`src/rtl/red_pitaya_hk_pkg.sv`:
```
// Shared types and defaults for the housekeeping bus arbiter.
package red_pitaya_hk_pkg;

  localparam int HK_AW    = 32;
  localparam int HK_DW    = 32;
  localparam int HK_TMO_W = 8;

  typedef enum logic [1:0] {
    IDLE  = 2'd0,
    ISSUE = 2'd1,
    WAIT  = 2'd2
  } hk_state_e;

endpackage

```
`src/rtl/red_pitaya_hk_arb_port.sv`:
```
// One-deep pending request slot for a single requester; pulses arriving
// while the slot is occupied are dropped and flagged in a sticky ovf bit.
module red_pitaya_hk_arb_port
  import red_pitaya_hk_pkg::*;
#(
  parameter int AW = HK_AW,
  parameter int DW = HK_DW
) (
  input  logic          clk_i,
  input  logic          rst_i,
  input  logic [AW-1:0] addr_i,
  input  logic [DW-1:0] wdata_i,
  input  logic          wen_i,
  input  logic          ren_i,
  input  logic          clr_i,
  output logic          pend_o,
  output logic [AW-1:0] addr_o,
  output logic [DW-1:0] wdata_o,
  output logic          wen_o,
  output logic          ren_o,
  output logic          ovf_o
);

  logic          pend_q, pend_d;
  logic [AW-1:0] addr_q, addr_d;
  logic [DW-1:0] wdata_q, wdata_d;
  logic          wen_q, wen_d;
  logic          ren_q, ren_d;
  logic          ovf_q, ovf_d;

  always_comb begin
    pend_d  = pend_q;
    addr_d  = addr_q;
    wdata_d = wdata_q;
    wen_d   = wen_q;
    ren_d   = ren_q;
    ovf_d   = ovf_q;
    if (clr_i) begin
      pend_d = 1'b0;
    end
    // clr_i only fires while pending, so it never races an accepted pulse
    if (wen_i || ren_i) begin
      if (pend_q) begin
        ovf_d = 1'b1;
      end else begin
        pend_d  = 1'b1;
        addr_d  = addr_i;
        wdata_d = wdata_i;
        wen_d   = wen_i;
        ren_d   = ren_i;
      end
    end
  end

  always_ff @(posedge clk_i or posedge rst_i) begin
    if (rst_i) begin
      pend_q  <= 1'b0;
      addr_q  <= '0;
      wdata_q <= '0;
      wen_q   <= 1'b0;
      ren_q   <= 1'b0;
      ovf_q   <= 1'b0;
    end else begin
      pend_q  <= pend_d;
      addr_q  <= addr_d;
      wdata_q <= wdata_d;
      wen_q   <= wen_d;
      ren_q   <= ren_d;
      ovf_q   <= ovf_d;
    end
  end

  assign pend_o  = pend_q;
  assign addr_o  = addr_q;
  assign wdata_o = wdata_q;
  assign wen_o   = wen_q;
  assign ren_o   = ren_q;
  assign ovf_o   = ovf_q;

endmodule

```
`src/rtl/red_pitaya_hk_arb.sv`:
```
// Two-requester round-robin arbiter in front of the housekeeping slave bus.
// Define HK_ARB_TIMEOUT_EN to abort a WAIT lasting TMO cycles with an error ack.
module red_pitaya_hk_arb
  import red_pitaya_hk_pkg::*;
#(
  parameter int AW  = HK_AW,
  parameter int DW  = HK_DW,
  parameter int TMO = 255
) (
  input  logic          clk_i,
  input  logic          rst_i,
  input  logic [AW-1:0] m0_addr,
  input  logic [DW-1:0] m0_wdata,
  input  logic          m0_wen,
  input  logic          m0_ren,
  output logic [DW-1:0] m0_rdata,
  output logic          m0_ack,
  output logic          m0_err,
  input  logic [AW-1:0] m1_addr,
  input  logic [DW-1:0] m1_wdata,
  input  logic          m1_wen,
  input  logic          m1_ren,
  output logic [DW-1:0] m1_rdata,
  output logic          m1_ack,
  output logic          m1_err,
  output logic [AW-1:0] s_addr,
  output logic [DW-1:0] s_wdata,
  output logic          s_wen,
  output logic          s_ren,
  input  logic [DW-1:0] s_rdata,
  input  logic          s_ack,
  input  logic          s_err,
  output logic          busy_o,
  output logic          grant_o,
  output logic [1:0]    ovf_o
);

  genvar gi;

  generate
    if (TMO < 1 || TMO > 255) begin : g_tmo_range
      $error("red_pitaya_hk_arb: TMO must be within 1..255");
    end
  endgenerate

  logic [AW-1:0] req_addr   [2];
  logic [DW-1:0] req_wdata  [2];
  logic [AW-1:0] slot_addr  [2];
  logic [DW-1:0] slot_wdata [2];
  logic [1:0]    req_wen, req_ren, slot_wen, slot_ren;
  logic [1:0]    pend, clr, ovf;

  assign req_addr[0]  = m0_addr;
  assign req_addr[1]  = m1_addr;
  assign req_wdata[0] = m0_wdata;
  assign req_wdata[1] = m1_wdata;
  assign req_wen      = {m1_wen, m0_wen};
  assign req_ren      = {m1_ren, m0_ren};

  generate
    for (gi = 0; gi < 2; gi++) begin : g_port
      red_pitaya_hk_arb_port #(
        .AW (AW),
        .DW (DW)
      ) u_port (
        .clk_i   (clk_i),
        .rst_i   (rst_i),
        .addr_i  (req_addr[gi]),
        .wdata_i (req_wdata[gi]),
        .wen_i   (req_wen[gi]),
        .ren_i   (req_ren[gi]),
        .clr_i   (clr[gi]),
        .pend_o  (pend[gi]),
        .addr_o  (slot_addr[gi]),
        .wdata_o (slot_wdata[gi]),
        .wen_o   (slot_wen[gi]),
        .ren_o   (slot_ren[gi]),
        .ovf_o   (ovf[gi])
      );
    end
  endgenerate

  hk_state_e     state_q, state_d;
  logic          grant_q, grant_d;
  logic          rr_q, rr_d;
  logic [AW-1:0] s_addr_q, s_addr_d;
  logic [DW-1:0] s_wdata_q, s_wdata_d;
  logic          s_wen_q, s_wen_d;
  logic          s_ren_q, s_ren_d;
  logic [1:0]    ack_q, ack_d;
  logic [1:0]    err_q, err_d;
  logic [DW-1:0] rdata_q [2];
  logic [DW-1:0] rdata_d [2];
  logic          sel, done, rsp_err;
  logic [DW-1:0] rsp_data;

`ifdef HK_ARB_TIMEOUT_EN
  localparam logic [HK_TMO_W-1:0] TMO_LAST = HK_TMO_W'(TMO - 1);
  logic [HK_TMO_W-1:0] tmo_cnt_q, tmo_cnt_d;
`endif

  always_comb begin
    state_d    = state_q;
    grant_d    = grant_q;
    rr_d       = rr_q;
    s_addr_d   = s_addr_q;
    s_wdata_d  = s_wdata_q;
    s_wen_d    = 1'b0;
    s_ren_d    = 1'b0;
    ack_d      = 2'b00;
    err_d      = 2'b00;
    rdata_d[0] = rdata_q[0];
    rdata_d[1] = rdata_q[1];
    clr        = 2'b00;
    sel        = 1'b0;
    done       = 1'b0;
    rsp_err    = 1'b0;
    rsp_data   = '0;
`ifdef HK_ARB_TIMEOUT_EN
    tmo_cnt_d  = '0;
`endif
    case (state_q)
      IDLE: begin
        // rr_q names the requester that wins a tie
        if (|pend) begin
          sel       = (&pend) ? rr_q : pend[1];
          grant_d   = sel;
          state_d   = ISSUE;
          s_addr_d  = slot_addr[sel];
          s_wdata_d = slot_wdata[sel];
          s_wen_d   = slot_wen[sel];
          s_ren_d   = slot_ren[sel];
        end
      end
      ISSUE: state_d = WAIT;
      WAIT: begin
        if (s_ack) begin
          done     = 1'b1;
          rsp_data = s_rdata;
          rsp_err  = s_err;
        end
`ifdef HK_ARB_TIMEOUT_EN
        else if (tmo_cnt_q == TMO_LAST) begin
          done    = 1'b1;
          rsp_err = 1'b1;
        end else begin
          tmo_cnt_d = tmo_cnt_q + 1'b1;
        end
`endif
      end
      default: state_d = IDLE;
    endcase

    if (done) begin
      state_d = IDLE;
      rr_d    = ~grant_q;
      if (grant_q) begin
        ack_d[1]   = 1'b1;
        err_d[1]   = rsp_err;
        rdata_d[1] = rsp_data;
        clr[1]     = 1'b1;
      end else begin
        ack_d[0]   = 1'b1;
        err_d[0]   = rsp_err;
        rdata_d[0] = rsp_data;
        clr[0]     = 1'b1;
      end
    end
  end

  always_ff @(posedge clk_i or posedge rst_i) begin
    if (rst_i) begin
      state_q    <= IDLE;
      grant_q    <= 1'b0;
      rr_q       <= 1'b0;
      s_addr_q   <= '0;
      s_wdata_q  <= '0;
      s_wen_q    <= 1'b0;
      s_ren_q    <= 1'b0;
      ack_q      <= 2'b00;
      err_q      <= 2'b00;
      rdata_q[0] <= '0;
      rdata_q[1] <= '0;
`ifdef HK_ARB_TIMEOUT_EN
      tmo_cnt_q  <= '0;
`endif
    end else begin
      state_q    <= state_d;
      grant_q    <= grant_d;
      rr_q       <= rr_d;
      s_addr_q   <= s_addr_d;
      s_wdata_q  <= s_wdata_d;
      s_wen_q    <= s_wen_d;
      s_ren_q    <= s_ren_d;
      ack_q      <= ack_d;
      err_q      <= err_d;
      rdata_q[0] <= rdata_d[0];
      rdata_q[1] <= rdata_d[1];
`ifdef HK_ARB_TIMEOUT_EN
      tmo_cnt_q  <= tmo_cnt_d;
`endif
    end
  end

  assign s_addr   = s_addr_q;
  assign s_wdata  = s_wdata_q;
  assign s_wen    = s_wen_q;
  assign s_ren    = s_ren_q;
  assign m0_ack   = ack_q[0];
  assign m1_ack   = ack_q[1];
  assign m0_err   = err_q[0];
  assign m1_err   = err_q[1];
  assign m0_rdata = rdata_q[0];
  assign m1_rdata = rdata_q[1];
  assign busy_o   = (state_q != IDLE);
  assign grant_o  = grant_q;
  assign ovf_o    = ovf;

endmodule

```
`config.mk`:
```
export PLATFORM = sky130hd
export DESIGN_NAME = red_pitaya_hk_arb
export DESIGN_NICKNAME = d
export VERILOG_FILES = /design/src/rtl/red_pitaya_hk_pkg.sv /design/src/rtl/red_pitaya_hk_arb_port.sv /design/src/rtl/red_pitaya_hk_arb.sv
export SDC_FILE = /design/constraint.sdc
export NUM_CORES = 1
export LEC_CHECK = 0
export BUFFER_PORTS_ARGS = -buffer_cell sky130_fd_sc_hd__buf_2
export CORE_UTILIZATION = 52
export DETAILED_ROUTE_END_ITERATION = 8
export PLACE_DENSITY = 0.79
export SYNTH_ARGS = -nofsm -noshare
export SYNTH_HDL_FRONTEND = slang
export SYNTH_SLANG_ARGS = --single-unit
```
`constraint.sdc`:
```
create_clock -name clk_i -period 12 [get_ports clk_i]
set_input_delay 3.6 -clock clk_i [delete_from_list [all_inputs] [get_ports clk_i]]
set_output_delay 3.6 -clock clk_i [all_outputs]
set_load 0.05 [all_outputs]
```
==> impl_results.md, run 1 <==
* Status: finished clean
* Critical Path RT at 8.40 ns
* Sw frac at 0.445
* Post-synthesis sequential area ratio at 0.611
* Vias in the first global route at 7948
* Post-DP HPWL at 17400 um
* Width of the die at 149 um
* Clock latency on the worst-skew pair at 0.53 ns
* Routed WL at 28300 um
* Pin count of the biggest net entering global routing at 143
* WHS at 0.471 ns
* #FFs+latches synth at 274
* Rows at 53
* Slew headroom at 0.281
* Peak VDD IR at 0.000235 V
* Clk pwr share at 0.193
* Post-DR wirelength/cell at 20.1 um
* Synthesized area at 11200 um^2
* Antenna-violating nets left at 0
* Reg power frac at 0.338
* Initial Util at 0.532
* Final Max Tran Viols at 0
* Final #Nets at 1273
* Setup TNS Final at 0 ns
* TritonCTS Buffers at 29
* RD Place Congestion at 0.754
* Syn Area/Cell at 13.5 um^2
* Root buf cell: clkbuf_16
* Drt first pass iters at 5
* Setup Crit Path Kind: flop to primary output
* RSZ-0062 raised after global routing: false
* Crit path max fanout at 5
* Iteration-0 DRC Markers at 400
* Clk sinks at 274
* Critical Path End Type: primary output
* Remaining global-route overflow at 0
* Post-route cell area at 13800 um^2
* Ys Warns at 0
* Synthesized Nets at 1000
* Total track usage at 0.253
* Critical Path AT at 1.44 ns
* Post-CTS setup buffer count at 0
* First-pass GRT wire length at 43800 um
* Mapped Cells at 832
* Routed vias/inst at 5.65
* Filler cell count in the final layout at 1586
* Die height at 149 um
* Tmin final at 5.04 ns
* P per Cell Area at 354 nW/um^2
* FF+latch area at 6860 um^2
* Setup-failing EPs final at 0
* Psw at 2.17 mW
* Final clock skew at 0.0135 ns
* Power Internal at 2.71 mW
* Slew @ Worst Pin at 1.08 ns
* Hold_buf cts at 0
* Core region area at 21100 um^2
* FMAX at 0.198 GHz
* Via count of the routed design at 7960
* DIE AREA at 22200 um^2
* Final Core Density at 0.654
* Remaining DRCs at 0
* Worst Setup Start Kind: flop
* MaxCap Viol Count at 0
* Antenna violations before repair at 5
* Resize count post-CTS at 0
* Worst Hold Class: flop to flop
* P_leak at 6.47 nW
* Layout cell share with drive strength beyond 1 at 0.488
* Buffers added on ports at 305
* Distinct cell type count after synthesis at 29
* Layout area overhead at 23.0%
* H-tree lvl count at 1
* Fin. Hold Viols at 0
* CTS tree: done
* Footprint of the multi-input gates at 3920 um^2
* Final period util at 0.420
* I/O pin count at 306
* Clk buf depth at 3
* Post-DP Area at 12800 um^2
* Reg clk slew, reported paths at 0.06 ns
* Combinational power share at 0.469
-- final timing paths --
check                                       start                           to  slack, ns  cells after the start
max                                    state_q[1]                       busy_o       6.96                      3
min                        g_port[0].u_port.ovf_o       g_port[0].u_port.ovf_o       0.47                      1
max reg2reg                            state_q[1]                    s_addr[8]       9.12                      6
min reg2reg                g_port[0].u_port.ovf_o       g_port[0].u_port.ovf_o       0.47                      1
max in group asynchronous                   rst_i                  s_wdata[10]       7.49                      3
min in group asynchronous                   rst_i  g_port[0].u_port.addr_o[12]       3.23                      2
-- placed cells by master (no fill, tap or decap), drive strengths merged --
cell type,n
diode,6
mux2i,1
and2b,1
nand2,1
dfrtp,274
a21o,1
clkbuf,38
nand2b,4
bufinv,4
inv,7
mux2,196
clkinv,8
nor2,2
buf,314
a32o,1
o21ai,72
nand4b,1
and2,2
a21oi,66
clkinvlp,2
nand3b,1
or2,1
a31oi,64
nand3,66
-- sequential cells by signal, indices dropped and copies added (netlist names), 2 cells and up --
register / flops
m0_rdata: 32
state_q: 2
g_port.u_port.ovf_o: 2
s_wdata: 32
g_port.u_port.wen_o: 2
err_q: 2
g_port.u_port.ren_o: 2
g_port.u_port.addr_o: 64
g_port.u_port.pend_o: 2
ack_q: 2
s_addr: 32
g_port.u_port.wdata_o: 64
m1_rdata: 32
-- layout make-up --
type | instances | share of cell area
inverters | 6 | 0.00236
clock inverters | 15 | 0.0136
diodes | 6 | 0.00109
well taps | 275 | 0.0249
repair buffers | 314 | 0.116
flip-flops and latches | 274 | 0.497
multi-input cells | 480 | 0.284
clock buffers | 38 | 0.0608
-- power by group through the flow --
stage	Sequential [mW]	Combinational, mW	Clock [mW]
finish	1.65	2.29	0.942
CTS	1.65	2.30	0.955
detailed placement	1.66	2.30	0
floorplan	2.39	1.02	0
global route	1.70	2.43	0.993
global placement	1.64	2.25	0
-- through the flow --
step,std cells,total power [mW],worst slack [ns]
after CTS,1402,4.91,6.92
after global routing,1404,5.12,6.89
after floorplan,832,3.41,0.848
after global placement,1349,3.89,6.72
final,1408,4.88,6.96
after detailed placement,1349,3.96,6.68
-- cell families (layout without fill, tap and decap cells) --
group | after synthesis | in the layout | share of synthesized area
compound gates | 204 | 204 | 0.0992
buf+inv | 78 | 373 | 0.0419
flops | 274 | 274 | 0.611
mux | 197 | 197 | 0.207
other cells | 0 | 6 | 0
simple gates | 79 | 79 | 0.0401
-- worst max-delay path, stage by stage, from the launching register on --
cell and delay (ns):
dfrtp_1 0.47, nor2_4 0.19, inv_1 0.05, buf_2 0.21
-- synthesized netlist by cell type --
| library cell | n | area [um^2] |
|---|---|---|
| nor2_2 | 1 | 6.26 |
| o21ai_2 | 1 | 8.76 |
| nand2b_1 | 4 | 25.0 |
| and2b_1 | 1 | 7.51 |
| nand4b_4 | 1 | 23.8 |
| mux2i_1 | 1 | 10.0 |
| a31oi_1 | 64 | 400 |
| mux2_1 | 26 | 293 |
| or2_1 | 1 | 6.26 |
| nand3b_2 | 1 | 11.3 |
| a21o_1 | 1 | 7.51 |
| a32o_1 | 1 | 10.0 |
| mux2_4 | 29 | 435 |
| and2_1 | 2 | 12.5 |
| mux2_2 | 141 | 1590 |
| inv_2 | 1 | 3.75 |
| o21ai_1 | 1 | 5.00 |
| buf_2 | 23 | 115 |
| inv_4 | 1 | 6.26 |
| inv_1 | 4 | 15.0 |
| buf_4 | 7 | 52.6 |
| a21oi_1 | 66 | 330 |
| nor2_8 | 1 | 20.0 |
| dfrtp_1 | 274 | 6860 |
| clkbuf_1 | 26 | 97.6 |
| nand3_1 | 66 | 330 |
| nand2_2 | 1 | 6.26 |
| o21ai_0 | 70 | 350 |
| buf_6 | 16 | 180 |
-- routing by layer --
| layer | wire length [um] | track usage | up-vias |
|---|---|---|---|
| met4 | 663 | 0.0699 | 4 |
| met2 | 13500 | 0.408 | 326 |
| li1 | - | - | 3575 |
| met5 | 25 | 0 | - |
| met1 | 11600 | 0.338 | 4001 |
| met3 | 2430 | 0.0667 | 54 |
Power figures use the tool's default switching activity.
==> run 2, diff against run 1 <==
Settings changed: CORE_UTILIZATION 52 to 47, PLACE_DENSITY 0.79 to 0.76.
Clock period 12 ns to 4.3 ns, I/O delays scaled along.
==> impl_results.md, run 2 (synthesis results as in run 1) <==
* Psw at 6.08 mW (+180%)
* Root buf cell: clkbuf_16
* Antenna violations before repair at 6 (+1)
* Critical Path AT at 1.45 ns (about the same)
* Layout area overhead at 24.1%
* Layout cell share with drive strength beyond 1 at 0.484 (-0.00389)
* CTS tree: done
* Final #Nets at 1278 (+0.39%)
* Width of the die at 156 um (+5.1%)
* Post-DR wirelength/cell at 19.4 um (-3.2%)
* Commonest non-fill, non-tap cell in the layout: buf_2
* Cell family contributing the most delay on the critical path: flip-flops
* Slew @ Worst Pin at 0.891 ns (-0.187 ns)
* Clock latency on the worst-skew pair at 0.55 ns (+0.02 ns)
* RD Place Congestion at 0.759 (+0.77%)
* Resize count post-CTS at 0 (unchanged)
* Tmin final at 2.74 ns
* Remaining DRCs at 0 (unchanged)
* Initial Util at 0.479 (-0.0526)
* Routed vias/inst at 5.47 (-3.3%)
* Reg power frac at 0.336 (-0.002)
* RSZ-0062 raised after global routing: false
* Post-CTS setup buffer count at 0 (unchanged)
* Worst Setup Start Kind: flop
* Via count of the routed design at 7974 (+0.18%)
* Status: finished clean
* Vias in the first global route at 8111 (+2.1%)
* Worst Hold Class: flop to flop
* Critical Path End Type: primary output
* Most frequent cells in the layout: buf_2, dfrtp_1, mux2_2, o21ai_0
* Final Core Density at 0.595 (-0.0597)
* Critical Path RT at 3.01 ns (-5.39 ns)
* Core region area at 23400 um^2 (+11%)
* Buffers added on ports at 305 (unchanged)
* Clk sinks at 274 (unchanged)
* Sw frac at 0.443 (-0.00122)
* MaxCap Viol Count at 0 (unchanged)
* DIE AREA at 24500 um^2 (+10%)
* Rows at 56 (+5.7%)
* Final Max Tran Viols at 0 (unchanged)
* Slew headroom at 0.406 (+0.125)
* Reg clk slew, reported paths at 0.06 ns (about the same)
* Pin count of the biggest net entering global routing at 161 (+13%)
* FMAX at 0.366 GHz
* I/O pin count at 306 (unchanged)
* Slowest CP cell: dfrtp_1
* Max stage delay on crit path at 0.51 ns (+0.04 ns)
* Final clock skew at 0.0112 ns (-0.00232 ns)
* Antenna-violating nets left at 0 (unchanged)
* Critical path, cell by cell: nor2_4 -> inv_1 -> buf_2
* Setup WS post-layout at 1.56 ns (-5.39 ns)
* Peak VDD IR at 0.000594 V (+150%)
* Setup TNS Final at 0 ns (unchanged)
* Crit path buffers/inverters at 2 (unchanged)
* Crit path max fanout at 5 (unchanged)
* Drt first pass iters at 5 (unchanged)
* Total track usage at 0.232 (-0.0208)
* Setup-failing EPs final at 0 (unchanged)
* Setup Crit Path Kind: flop to primary output
* Remaining global-route overflow at 0 (unchanged)
* Iteration-0 DRC Markers at 437 (+9.3%)
* Combinational power share at 0.467 (-0.002)
* First-pass GRT wire length at 44400 um (+1.2%)
* H-tree lvl count at 1 (unchanged)
* Clk pwr share at 0.197 (+0.004)
* Overall power at 13.7 mW (+180%)
* Hold_buf cts at 0 (unchanged)
* Power Internal at 7.63 mW (+180%)
* P_leak at 6.49 nW (+0.41%)
* Pre-CTS setup slack at 1.55 ns (-5.13 ns)
* TritonCTS Buffers at 30 (+3.4%)
* Post-route cell area at 13900 um^2 (+0.84%)
* Fin. Hold Viols at 0 (unchanged)
* Die height at 156 um (+5.1%)
* Final period util at 0.636
* P per Cell Area at 985 nW/um^2 (+180%)
* Post-DP HPWL at 17700 um (+1.5%)
* Routed WL at 28300 um (+0.22%)
* Clk buf depth at 3 (unchanged)
* Post-DP Area at 12800 um^2 (+0.74%)
run 2: final cells by class:
| class | count | area, um^2 |
|---|---|---|
| Antenna cell | 5 | 12.5 |
| Clock buffer | 46 | 892 |
| Clock inverter | 10 | 160 |
| Fill cell | 1910 | 9490 |
| Inverter | 6 | 28.8 |
| Multi-Input combinational cell | 480 | 3920 |
| Sequential cell | 274 | 6860 |
| Tap cell | 319 | 399 |
| Timing Repair Buffer | 318 | 1650 |
run 2: power groups by stage:
stage	clock (mW)	combinational (mW)	sequential [mW]
finish	2.70	6.40	4.61
global route	2.85	6.83	4.75
CTS	2.76	6.45	4.60
detailed placement	0	6.44	4.62
global placement	0	6.27	4.57
floorplan	0	2.85	6.68
run 2: metrics by stage:
step	hold slack [ns]	std cells
after floorplan	0.436	832
after global placement	0.447	1397
after detailed placement	0.465	1397
after CTS	0.483	1453
after global routing	0.494	1456
final	0.478	1458
run 2: final timing paths:
kind                               from                          end  slack, ns  depth (start not counted)
max                          state_q[1]                       busy_o       1.56                          3
max in group asynchronous         rst_i                   s_addr[28]       2.60                          3
min in group asynchronous         rst_i  g_port[0].u_port.wdata_o[5]       0.93                          3
min reg2reg                m0_rdata[17]                 m0_rdata[17]       0.48                          1
min                        m0_rdata[17]                 m0_rdata[17]       0.48                          1
max reg2reg                  state_q[1]                    s_addr[2]       1.75                          6
run 2: per-layer routing:
layer  up-vias  global-route usage  share of wire
met2       345               0.382           0.49
li1       3585                   -              -
met1      3987               0.297           0.40
met4         2              0.0784          0.026
met5         -                   0        0.00035
met3        55              0.0609          0.082
run 2: worst reg2reg max path: stages (launching register included):
cell and delay [ns]:
dfrtp_1 0.48, nor2_4 0.15, buf_4 0.62, nand2_2 0.21, inv_2 0.37, buf_4 0.43
a31oi_1 0.15
